### src/rtl/spart_pkg.sv
// Shared constants for the SPART baud-rate generator.
// Holds the bus byte width, the divisor width and the divisor values for the
// standard baud rates at 100 MHz with 16x oversampling. Each value is
// round(100e6 / (16 * baud)) - 1, because a divisor D yields a tick period of
// D+1 clocks.
package spart_pkg;

    localparam int DATA_W = 8;
    localparam int DIV_W  = 2 * DATA_W;

    localparam logic [DIV_W-1:0] DIV_4800    = 16'h0515;
    localparam logic [DIV_W-1:0] DIV_9600    = 16'h028A;
    localparam logic [DIV_W-1:0] DIV_19200   = 16'h0145;
    localparam logic [DIV_W-1:0] DIV_38400   = 16'h00A2;
    localparam logic [DIV_W-1:0] DEFAULT_DIV = DIV_38400;

endpackage

### src/rtl/spart_tick_div.sv
// Generic reloadable down-counter.
// When en is high the counter steps down by one. When it is at zero it
// reloads reload_val instead of wrapping. load takes priority over en and
// forces load_val in. zero flags the terminal count so the parent can turn it
// into a tick.
//   clk, rst   : clock, asynchronous active-high reset (counter <- RST_VAL)
//   en         : count enable; the counter holds when low
//   load       : synchronous load of load_val
//   load_val   : value forced in by load
//   reload_val : value taken on the step after zero
//   zero       : counter currently equals zero
module spart_tick_div #(
    parameter int             W       = 16,
    parameter logic [W-1:0]   RST_VAL = '0
) (
    input  logic         clk,
    input  logic         rst,
    input  logic         en,
    input  logic         load,
    input  logic [W-1:0] load_val,
    input  logic [W-1:0] reload_val,
    output logic         zero
);

    logic [W-1:0] cnt_q;
    logic [W-1:0] cnt_d;

    assign zero = (cnt_q == '0);

    always_comb begin
        cnt_d = cnt_q;
        if (load) begin
            cnt_d = load_val;
        end else if (en) begin
            cnt_d = zero ? reload_val : (cnt_q - W'(1));
        end
    end

    always_ff @(posedge clk or posedge rst) begin
        if (rst) begin
            cnt_q <= RST_VAL;
        end else begin
            cnt_q <= cnt_d;
        end
    end

endmodule

### src/rtl/spart_baud_gen.sv
// Programmable baud-rate generator for the SPART.
// The 16-bit divisor is written as two bytes. The low byte only lands in a
// shadow register. The high-byte write commits {high, shadow} and restarts
// both counters, so a rate change never produces a runt period.
//   clk, rst   : clock, asynchronous active-high reset
//   run        : count enable; ticks are 0 while low
//   div_lo_we  : write low byte into the shadow
//   div_hi_we  : write high byte and commit the divisor
//   div_data   : byte written by either strobe
//   divisor    : committed divisor readback
//   os_tick    : one-cycle pulse every divisor+1 counting clocks
//   baud_tick  : one-cycle pulse on every OVERSAMPLE-th os_tick
module spart_baud_gen
    import spart_pkg::*;
#(
    parameter int                    DATA_W      = spart_pkg::DATA_W,
    parameter int                    OVERSAMPLE  = 16,
    parameter logic [2*DATA_W-1:0]   DEFAULT_DIV = spart_pkg::DEFAULT_DIV
) (
    input  logic                  clk,
    input  logic                  rst,
    input  logic                  run,
    input  logic                  div_lo_we,
    input  logic                  div_hi_we,
    input  logic [DATA_W-1:0]     div_data,
    output logic [2*DATA_W-1:0]   divisor,
    output logic                  os_tick,
    output logic                  baud_tick
);

    localparam int DW   = 2 * DATA_W;
    localparam int OS_W = (OVERSAMPLE > 1) ? $clog2(OVERSAMPLE) : 1;
    localparam logic [OS_W-1:0] OS_TOP = OS_W'(OVERSAMPLE - 1);

    logic [DW-1:0]     div_q,       div_d;
    logic [DATA_W-1:0] lo_shadow_q, lo_shadow_d;
    logic              os_tick_q,   os_tick_d;
    logic              baud_tick_q, baud_tick_d;

    logic [DW-1:0]     commit_val;
    logic              div_zero;
    logic              os_zero;
    logic              os_tick_pre;
    logic              baud_pre;

    // A simultaneous lo+hi write commits the old shadow byte.
    assign commit_val = {div_data, lo_shadow_q};

    // A commit suppresses the tick of that cycle and restarts both stages.
    assign os_tick_pre = run && !div_hi_we && div_zero;
    assign baud_pre    = os_tick_pre && os_zero;

    always_comb begin
        div_d       = div_q;
        lo_shadow_d = lo_shadow_q;
        if (div_lo_we) begin
            lo_shadow_d = div_data;
        end
        if (div_hi_we) begin
            div_d = commit_val;
        end
        os_tick_d   = os_tick_pre;
        baud_tick_d = baud_pre;
    end

    always_ff @(posedge clk or posedge rst) begin
        if (rst) begin
            div_q       <= DEFAULT_DIV;
            lo_shadow_q <= DEFAULT_DIV[DATA_W-1:0];
            os_tick_q   <= 1'b0;
            baud_tick_q <= 1'b0;
        end else begin
            div_q       <= div_d;
            lo_shadow_q <= lo_shadow_d;
            os_tick_q   <= os_tick_d;
            baud_tick_q <= baud_tick_d;
        end
    end

    spart_tick_div #(
        .W       (DW),
        .RST_VAL (DEFAULT_DIV)
    ) u_div_stage (
        .clk        (clk),
        .rst        (rst),
        .en         (run),
        .load       (div_hi_we),
        .load_val   (commit_val),
        .reload_val (div_q),
        .zero       (div_zero)
    );

    // Advances once per oversample tick; the cycle it sits at zero is the
    // baud tick. With OVERSAMPLE=1 it stays at zero permanently.
    spart_tick_div #(
        .W       (OS_W),
        .RST_VAL (OS_TOP)
    ) u_os_stage (
        .clk        (clk),
        .rst        (rst),
        .en         (os_tick_pre),
        .load       (div_hi_we),
        .load_val   (OS_TOP),
        .reload_val (OS_TOP),
        .zero       (os_zero)
    );

    assign divisor   = div_q;
    assign os_tick   = os_tick_q;
    assign baud_tick = baud_tick_q;

endmodule

### config.mk
export PLATFORM = sky130hd
export DESIGN_NAME = spart_baud_gen
export DESIGN_NICKNAME = d
export VERILOG_FILES = /design/src/rtl/spart_pkg.sv /design/src/rtl/spart_tick_div.sv /design/src/rtl/spart_baud_gen.sv
export SDC_FILE = /design/constraint.sdc
export NUM_CORES = 1
export LEC_CHECK = 0
export BUFFER_PORTS_ARGS = -buffer_cell sky130_fd_sc_hd__buf_2
export CAP_MARGIN = 25
export CELL_PAD_IN_SITES_DETAIL_PLACEMENT = 0
export CELL_PAD_IN_SITES_GLOBAL_PLACEMENT = 2
export CORE_MARGIN = 3
export CORE_UTILIZATION = 35
export DETAILED_ROUTE_END_ITERATION = 10
export GPL_TIMING_DRIVEN = 0
export HOLD_SLACK_MARGIN = 0.03
export MAX_ROUTING_LAYER = met4
export PLACE_DENSITY_LB_ADDON = 0.3
export SYNTH_ARGS = -nofsm -noshare
export SYNTH_HDL_FRONTEND = slang
export SYNTH_SLANG_ARGS = --single-unit
### constraint.sdc
create_clock -name clk -period 1.79 [get_ports clk]
set_input_delay 0.179 -clock clk [delete_from_list [all_inputs] [get_ports clk]]
set_output_delay 0.179 -clock clk [all_outputs]
set_load 0.05 [all_outputs]
==> impl_results.md, run 1 <==
* Status: finished with violations
* Failing checks: negative setup slack
* Multi-input gate area at around 0.0013 mm²
* # nets final at ~270
* Max VDD drop at 0.000352 V
* Dpl ws at -0.197 ns
* Util after Layout at 46.9%
* CP Capture Type: register
* Num rows at 29
* Final hold violation count at 0
* Delay-heaviest family, CP: simple AND/OR/NAND/NOR gates
* Largest cells by area after synthesis: dfrtp_1 33%, dfstp_2 14%, mux2_2 10%
* Max FO, Critical Path at 7
* H-tree lvl count at 2
* Post-synth net total at between 200 and 250
* Post-Synth XOR/XNOR Area at between 3 and 4%
* Pint at 1.90 mW
* Hold_sp: div_data[3]
* Seq pwr share at 46.4%
* Cell area after layout at around 0.0031 mm²
* R2R Path End: u_div_stage.cnt_q[12]$_DFFE_PP0P_
* Max Clock Freq at ~530 MHz
* Fill cells at 644
* Hold EP: lo_shadow_q[3]$_DFFE_PP0P_
* Prevailing post-synth register cell: dfrtp_1
* Max stage delay cell, worst path: dfrtp_2
* Synth Area in Adders at 2.03%
* Num ports at 31
* Clk sinks at 46
* Share of cells above drive strength 1 at about 48%
* Setup ws final at -0.0903 ns
* Largest family of logic cells by synthesized area: compound AO/OA/AOI/OAI gates
* Initial antenna violation count at 0
* Combinational share of power at 26.4%
* FF-to-FF path depth at 7
* Detail Placement HPWL at 4360 µm
* Largest net degree at the start of global routing at 32
* Synth top area share at 33.4%
* Slew @ Worst Pin at slightly above 0.7 ns
* Asr flop ratio synth at 100%
* Worst hold slack at 0.142 ns
* Drt pass-1 iters at 4
* Leak Pwr at 1.30 nW
* DR WL/cell at 18.1 µm
* Sw Share at 33.4%
* Pwr Total at 2.86 mW
* Internal reg-to-reg setup slack at -0.09 ns
* CTS max path bufs at 2
* Mux contribution to synthesized area at 11.3%
* CTS tree: built
* First-pass GRT wire length at 10,400 µm
* Starting Density at 37.4%
* Post-synth EDFFs at 0
* GP Congestion at between 0.7 and 0.8
* Sequential area share after synthesis at 47.3%
* WS Path Type: register to register
* Via-per-instance ratio at 5.40
* Simple-Gate Fraction of Synth Area at approximately 15%
* Antenna Cells at 0
* Post-DP Area at 0.00275 mm²
* Overflow after GRT at 0
* Power density over the cells at 922 mW/mm²
* # DRC at 0
* Final worst-path cycle share at 105%
* Psw at 954 µW
* Worst stage delay on the critical path at about 0.46 ns
* Layout area overhead at 25.4%
* Data arrival, critical path at about 2.1 ns
* Synthesized flop and latch total at 46
* Via count at ~1,900
* Max-Cap Viols at 0
* Reg clk slew, reported paths at 0.09 ns
* Synth Warn # at 0
* Die width at 90.0 µm
* HP Class: input port to register
* Vias in the first global route at about 1,900
* Final setup fails at 5
* Compound-cell area share of the yosys netlist at roughly 16%
* CP bufs+invs at 2
* Port Buf Inserts at 28
* Worst-skew pair later-pin latency at 0.30 ns
* Hold Crit Depth at 2
* Max-slew headroom at the worst pin at 52.0%
* Clock Skew at 0.0112 ns
* Critical-path cell list: inv_4 > ha_4 > or3b_1 > buf_6 > nor4_4 > xor2_1 > a221o_1
* RSZ-0062 raised after global routing: yes
* FF/Latch Area at 0.00117 mm²
* Final wirelength at 6370 µm
* Synth area leader: dfrtp_1
* CTS Root Cell: clkbuf_8
* DR iter-0 viols at 104
* Core area at roughly 0.0066 mm²
* Antenna-violating nets left at 0
* Synth cell count leaders: 33 x dfrtp_1, 23 x mux2_2, 13 x dfstp_2
* Cell with the most instances after synthesis: dfrtp_1
* Power share of the clock group at 27.2%
* Die area at 0.00810 mm²
* Final Slew Violations at 0
* Min Clock Period, post-route at 1.88 ns
* Worst reg2reg startpoint: u_div_stage.cnt_q[0]$_DFFE_PP0P_
* Mapped Area at 0.00247 mm²
* Post-synth cell types at 50
* CP required at just under 2 ns
* Gate Count Post-Synth at ~210
* Inserted Clock Buffers at 5
* Avg Cell Area, Syn at about 12 µm²
* Total GRT Usage at around 16%
* Die Ht at 90.0 µm
* Crit path launch type: register
==> how the worst max path moves through the flow <==
stage,startpoint,to,depth (start not counted)
6_report,u_div_stage.cnt_q[0]$_DFFE_PP0P_,u_div_stage.cnt_q[12]$_DFFE_PP0P_,7
2_1_floorplan,u_div_stage.cnt_q[0]$_DFFE_PP0P_,u_div_stage.cnt_q[6]$_DFFE_PP0P_,7
3_5_place_dp,u_div_stage.cnt_q[0]$_DFFE_PP0P_,u_div_stage.cnt_q[6]$_DFFE_PP0P_,6
4_1_cts,u_div_stage.cnt_q[0]$_DFFE_PP0P_,u_div_stage.cnt_q[6]$_DFFE_PP0P_,7
5_1_grt,u_div_stage.cnt_q[0]$_DFFE_PP0P_,u_div_stage.cnt_q[6]$_DFFE_PP0P_,7
3_3_place_gp,rst,u_div_stage.cnt_q[8]$_DFFE_PP0P_,2
==> per-layer routing <==
metal	routed length, µm	share of wire (%)	up-vias	track usage (%)
met5	0	0	-	-
met4	46	0.72	0	4.34
met3	324	5.1	4	2.84
met2	2950	46	48	25.0
met1	3040	48	952	22.8
li1	-	-	893	-
==> through the flow <==
step	instances	TNS, ns
floorplan	207	-0.0837
global placement	328	-6.96
detailed placement	329	-1.92
CTS	346	-0.335
global route	351	-0.899
finish	351	-0.333
==> state kept, by name (all words and copies together) (netlist names) <==
name and flops:
u_div_stage.cnt_q 16, baud_tick 1, lo_shadow_q 8, divisor 16, os_tick 1, u_os_stage.cnt_q 4
==> kinds of logic (layout without fill, tap and decap cells) <==
group                    count (synthesis)  in the layout
AND/OR/NAND/NOR                         52             52
AO/OA/AOI/OAI                           50             50
flip-flops                              46             46
multiplexers                            25             25
buffers and inverters                   19             70
XOR/XNOR                                11             11
adder cells (fa/ha/maj)                  4              4
==> cell type report <==
type,count,share of cell area (%)
multi-input cells,142,41.6
plain buffers,12,3.11
clock inverters,1,0.970
clock buffers,7,2.46
flip-flops and latches,46,37.8
repair buffers,44,9.41
well taps,93,3.76
inverters,6,0.889
==> cell usage in the layout (no fill, tap or decap), drive strengths merged, types with 7 or more instances in the layout <==
master,synthesis,layout
dfstp,13,13
nor4,7,7
buf,5,48
dfrtp,33,33
clkbuf,8,14
a221o,8,8
o21ai,9,9
a22o,12,12
nor2,11,11
mux2,23,23
==> power groups by stage <==
stage	Sequential, mW	Combinational (mW)	Clock (mW)
2_1_floorplan	1.44	0.355	0
3_3_place_gp	1.32	0.649	0
5_1_grt	1.34	0.815	0.838
6_report	1.32	0.755	0.777
4_1_cts	1.31	0.705	0.798
3_5_place_dp	1.32	0.661	0
==> repair_timing <==
action	CTS	global route
resized for setup	11	17
endpoints found under the setup margin	20	20
hold buffers	1	0
setup buffers	8	5
endpoints found under the hold margin	10	0
pin swaps	5	16
gates cloned	1	0
(Power assumes the default switching activity.)
==> inputs of run 2 (changes only) <==
- CAP_MARGIN: 25 -> 20
- CORE_MARGIN: 3 -> 2
- HOLD_SLACK_MARGIN: 0.03 -> 0.05
==> impl_results.md, run 2 (synthesis results as in run 1) <==
* RSZ-0062 raised after global routing: yes
* FF-to-FF path depth at 7 (unchanged)
* Cell area after layout at 0.00312 mm² (+0.65%)
* H-tree lvl count at 2 (unchanged)
* Worst reg2reg startpoint: u_div_stage.cnt_q[0]$_DFFE_PP0P_
* Via count at 1,858 (-2.1%)
* Antenna-violating nets left at 0 (unchanged)
* HP Class: input port to register
* Most frequent cells in the layout: 30 x dfrtp_1, 29 x buf_2, 23 x mux2_2, 14 x buf_4, 13 x dfstp_2
* R2R Path End: u_div_stage.cnt_q[6]$_DFFE_PP0P_
* Final setup fails at 10 (+5)
* Power density over the cells at 916 mW/mm² (-0.71%)
* Layout area overhead at 26.2%
* Data arrival, critical path at 2.09 ns (+0.02 ns)
* CTS Root Cell: clkbuf_8
* GP Congestion at 0.733 (-6.0%)
* Max FO, Critical Path at 7 (unchanged)
* Max-slew headroom at the worst pin at 57.0% (+5.0 points)
* Reg clk slew, reported paths at 0.09 ns (about the same)
* Final hold violation count at 0 (unchanged)
* Initial antenna violation count at 0 (unchanged)
* # nets final at 276 (+0.73%)
* CP Capture Type: register
* Max Clock Freq at 527 MHz (-0.97%)
* Max VDD drop at 0.000341 V (-2.9%)
* First-pass GRT wire length at 9960 µm (-3.9%)
* Post-DP Area at 0.00275 mm² (+0.14%)
* Die width at 88.0 µm (-2.2%)
* CTS max path bufs at 2 (unchanged)
* Vias in the first global route at 1,833 (-4.1%)
* WS Path Type: register to register
* Dpl ws at -0.182 ns (+0.0145 ns)
* Clk sinks at 46 (unchanged)
* Detail Placement HPWL at 4200 µm (-3.7%)
* Via-per-instance ratio at 5.22 (-3.4%)
* Num rows at 30 (+3.4%)
* Hold_sp: div_data[6]
* Share of cells above drive strength 1 at 48.5% (+0.79 points)
* Leak Pwr at 1.32 nW (+0.99%)
* Hold Crit Depth at 2 (unchanged)
* Final Slew Violations at 0 (unchanged)
* Total GRT Usage at 17.8% (+1.4 points)
* Antenna Cells at 0 (unchanged)
* CTS tree: built
* DR WL/cell at 17.5 µm (-3.5%)
* Min Clock Period, post-route at 1.90 ns (+0.0184 ns)
* Max-Cap Viols at 0 (unchanged)
* Failing checks: negative setup slack
* Port Buf Inserts at 28 (unchanged)
* Slew @ Worst Pin at 0.645 ns (-0.0756 ns)
* CP required at 1.98 ns (about the same)
* # DRC at 0 (unchanged)
* Clock Skew at 0.00574 ns (-0.00543 ns)
* Largest net degree at the start of global routing at 36 (+13%)
* Final worst-path cycle share at 106% (+1.0 points)
* Max stage delay cell, worst path: dfrtp_2
* Worst stage delay on the critical path at 0.44 ns (-0.02 ns)
* Most common cell after layout, fill and taps aside: dfrtp_1
* Crit path launch type: register
* Final wirelength at 6230 µm (-2.1%)
* Inserted Clock Buffers at 5 (unchanged)
* DR iter-0 viols at 66 (-37%)
* Num ports at 31 (unchanged)
* Status: finished with violations
* Hold EP: divisor[14]$_DFFE_PP0P_
* Die Ht at 88.0 µm (-2.2%)
* Core area at 0.00679 mm² (+2.9%)
* Critical-path cell list: inv_2 > ha_4 > or3b_4 > buf_6 > o31ai_2 > o21ai_1 > a221o_1
* Internal reg-to-reg setup slack at -0.11 ns (-0.02 ns)
* Overflow after GRT at 0 (unchanged)
* Die area at 0.00774 mm² (-4.4%)
* Drt pass-1 iters at 4 (unchanged)
* Worst-skew pair later-pin latency at 0.30 ns (about the same)
* Starting Density at 36.4% (-1.0 points)
* Setup ws final at -0.109 ns (-0.0184 ns)
run 2: cell count changes in the layout (fill, tap and decap cells not counted), moves of 2 or more:
cell	delta
inv_4	-2
o21ai_1	+3
buf_6	-2
buf_4	+2
o21ai_0	-3
run 2: final cells by class:
cell class	count	area (µm²)
Timing Repair Buffer	46	324
Sequential cell	46	1170
Tap cell	96	120
Inverter	6	22.5
Clock inverter	2	37.5
Buffer	12	96.3
Clock buffer	6	72.6
Multi-Input combinational cell	142	1270
Fill cell	679	3680
run 2: timing repair:
item,in CTS,in global routing
pin swaps,7,6
hold buffers,1,0
resized for setup,14,12
setup endpoints to repair,20,20
hold endpoints to repair,6,0
gates cloned,0,1
setup buffers,11,4
run 2: metal layers:
| layer | vias to the layer above | GRT usage, % | share of wire [%] |
|---|---|---|---|
| met2 | 39 | 27.8 | 47 |
| met4 | 0 | 4.62 | 1.5 |
| met5 | - | - | 0 |
| met3 | 8 | 3.11 | 4.0 |
| met1 | 914 | 24.0 | 47 |
| li1 | 897 | - | - |
run 2: per-stage QoR:
stage / hold slack [ns] / util [%] / instances / setup TNS (ns) / power, mW
finish: 0.136 / 45.9 / 356 / -0.560 / 2.85
global route: 0.130 / 45.9 / 356 / -1.96 / 3.01
CTS: 0.123 / 44.7 / 351 / -0.504 / 2.85
detailed placement: 0.138 / 40.5 / 332 / -1.89 / 1.98
global placement: 0.447 / 40.2 / 331 / -9.42 / 1.96
floorplan: 0.331 / - / 207 / -0.0837 / 1.80
run 2: critical path: cells and delay by family, from the launching register on:
family,cells,cell delay [ns]
flops,1,0.44
buf+inv,2,0.24
simple gates,1,0.37
fa+ha+maj,1,0.13
compound gates,3,0.60
run 2: worst max path at each step:
stage | from | end | slack, ns | depth (start not counted)
2_1_floorplan | u_div_stage.cnt_q[0]$_DFFE_PP0P_ | u_div_stage.cnt_q[6]$_DFFE_PP0P_ | -0.03 | 7
3_3_place_gp | rst | u_div_stage.cnt_q[8]$_DFFE_PP0P_ | -0.38 | 2
3_5_place_dp | u_div_stage.cnt_q[0]$_DFFE_PP0P_ | u_div_stage.cnt_q[11]$_DFFE_PP0P_ | -0.18 | 6
4_1_cts | u_div_stage.cnt_q[0]$_DFFE_PP0P_ | u_div_stage.cnt_q[6]$_DFFE_PP0P_ | -0.11 | 7
5_1_grt | u_div_stage.cnt_q[0]$_DFFE_PP0P_ | u_div_stage.cnt_q[14]$_DFFE_PP0P_ | -0.17 | 7
6_report | u_div_stage.cnt_q[0]$_DFFE_PP0P_ | u_div_stage.cnt_q[6]$_DFFE_PP0P_ | -0.11 | 7
run 2: power by group:
group          leakage, nW  switching [mW]  internal (mW)  total, mW
sequential           0.531           0.142           1.17       1.32
combinational        0.733           0.439          0.310      0.749
clock               0.0514           0.374          0.417      0.791
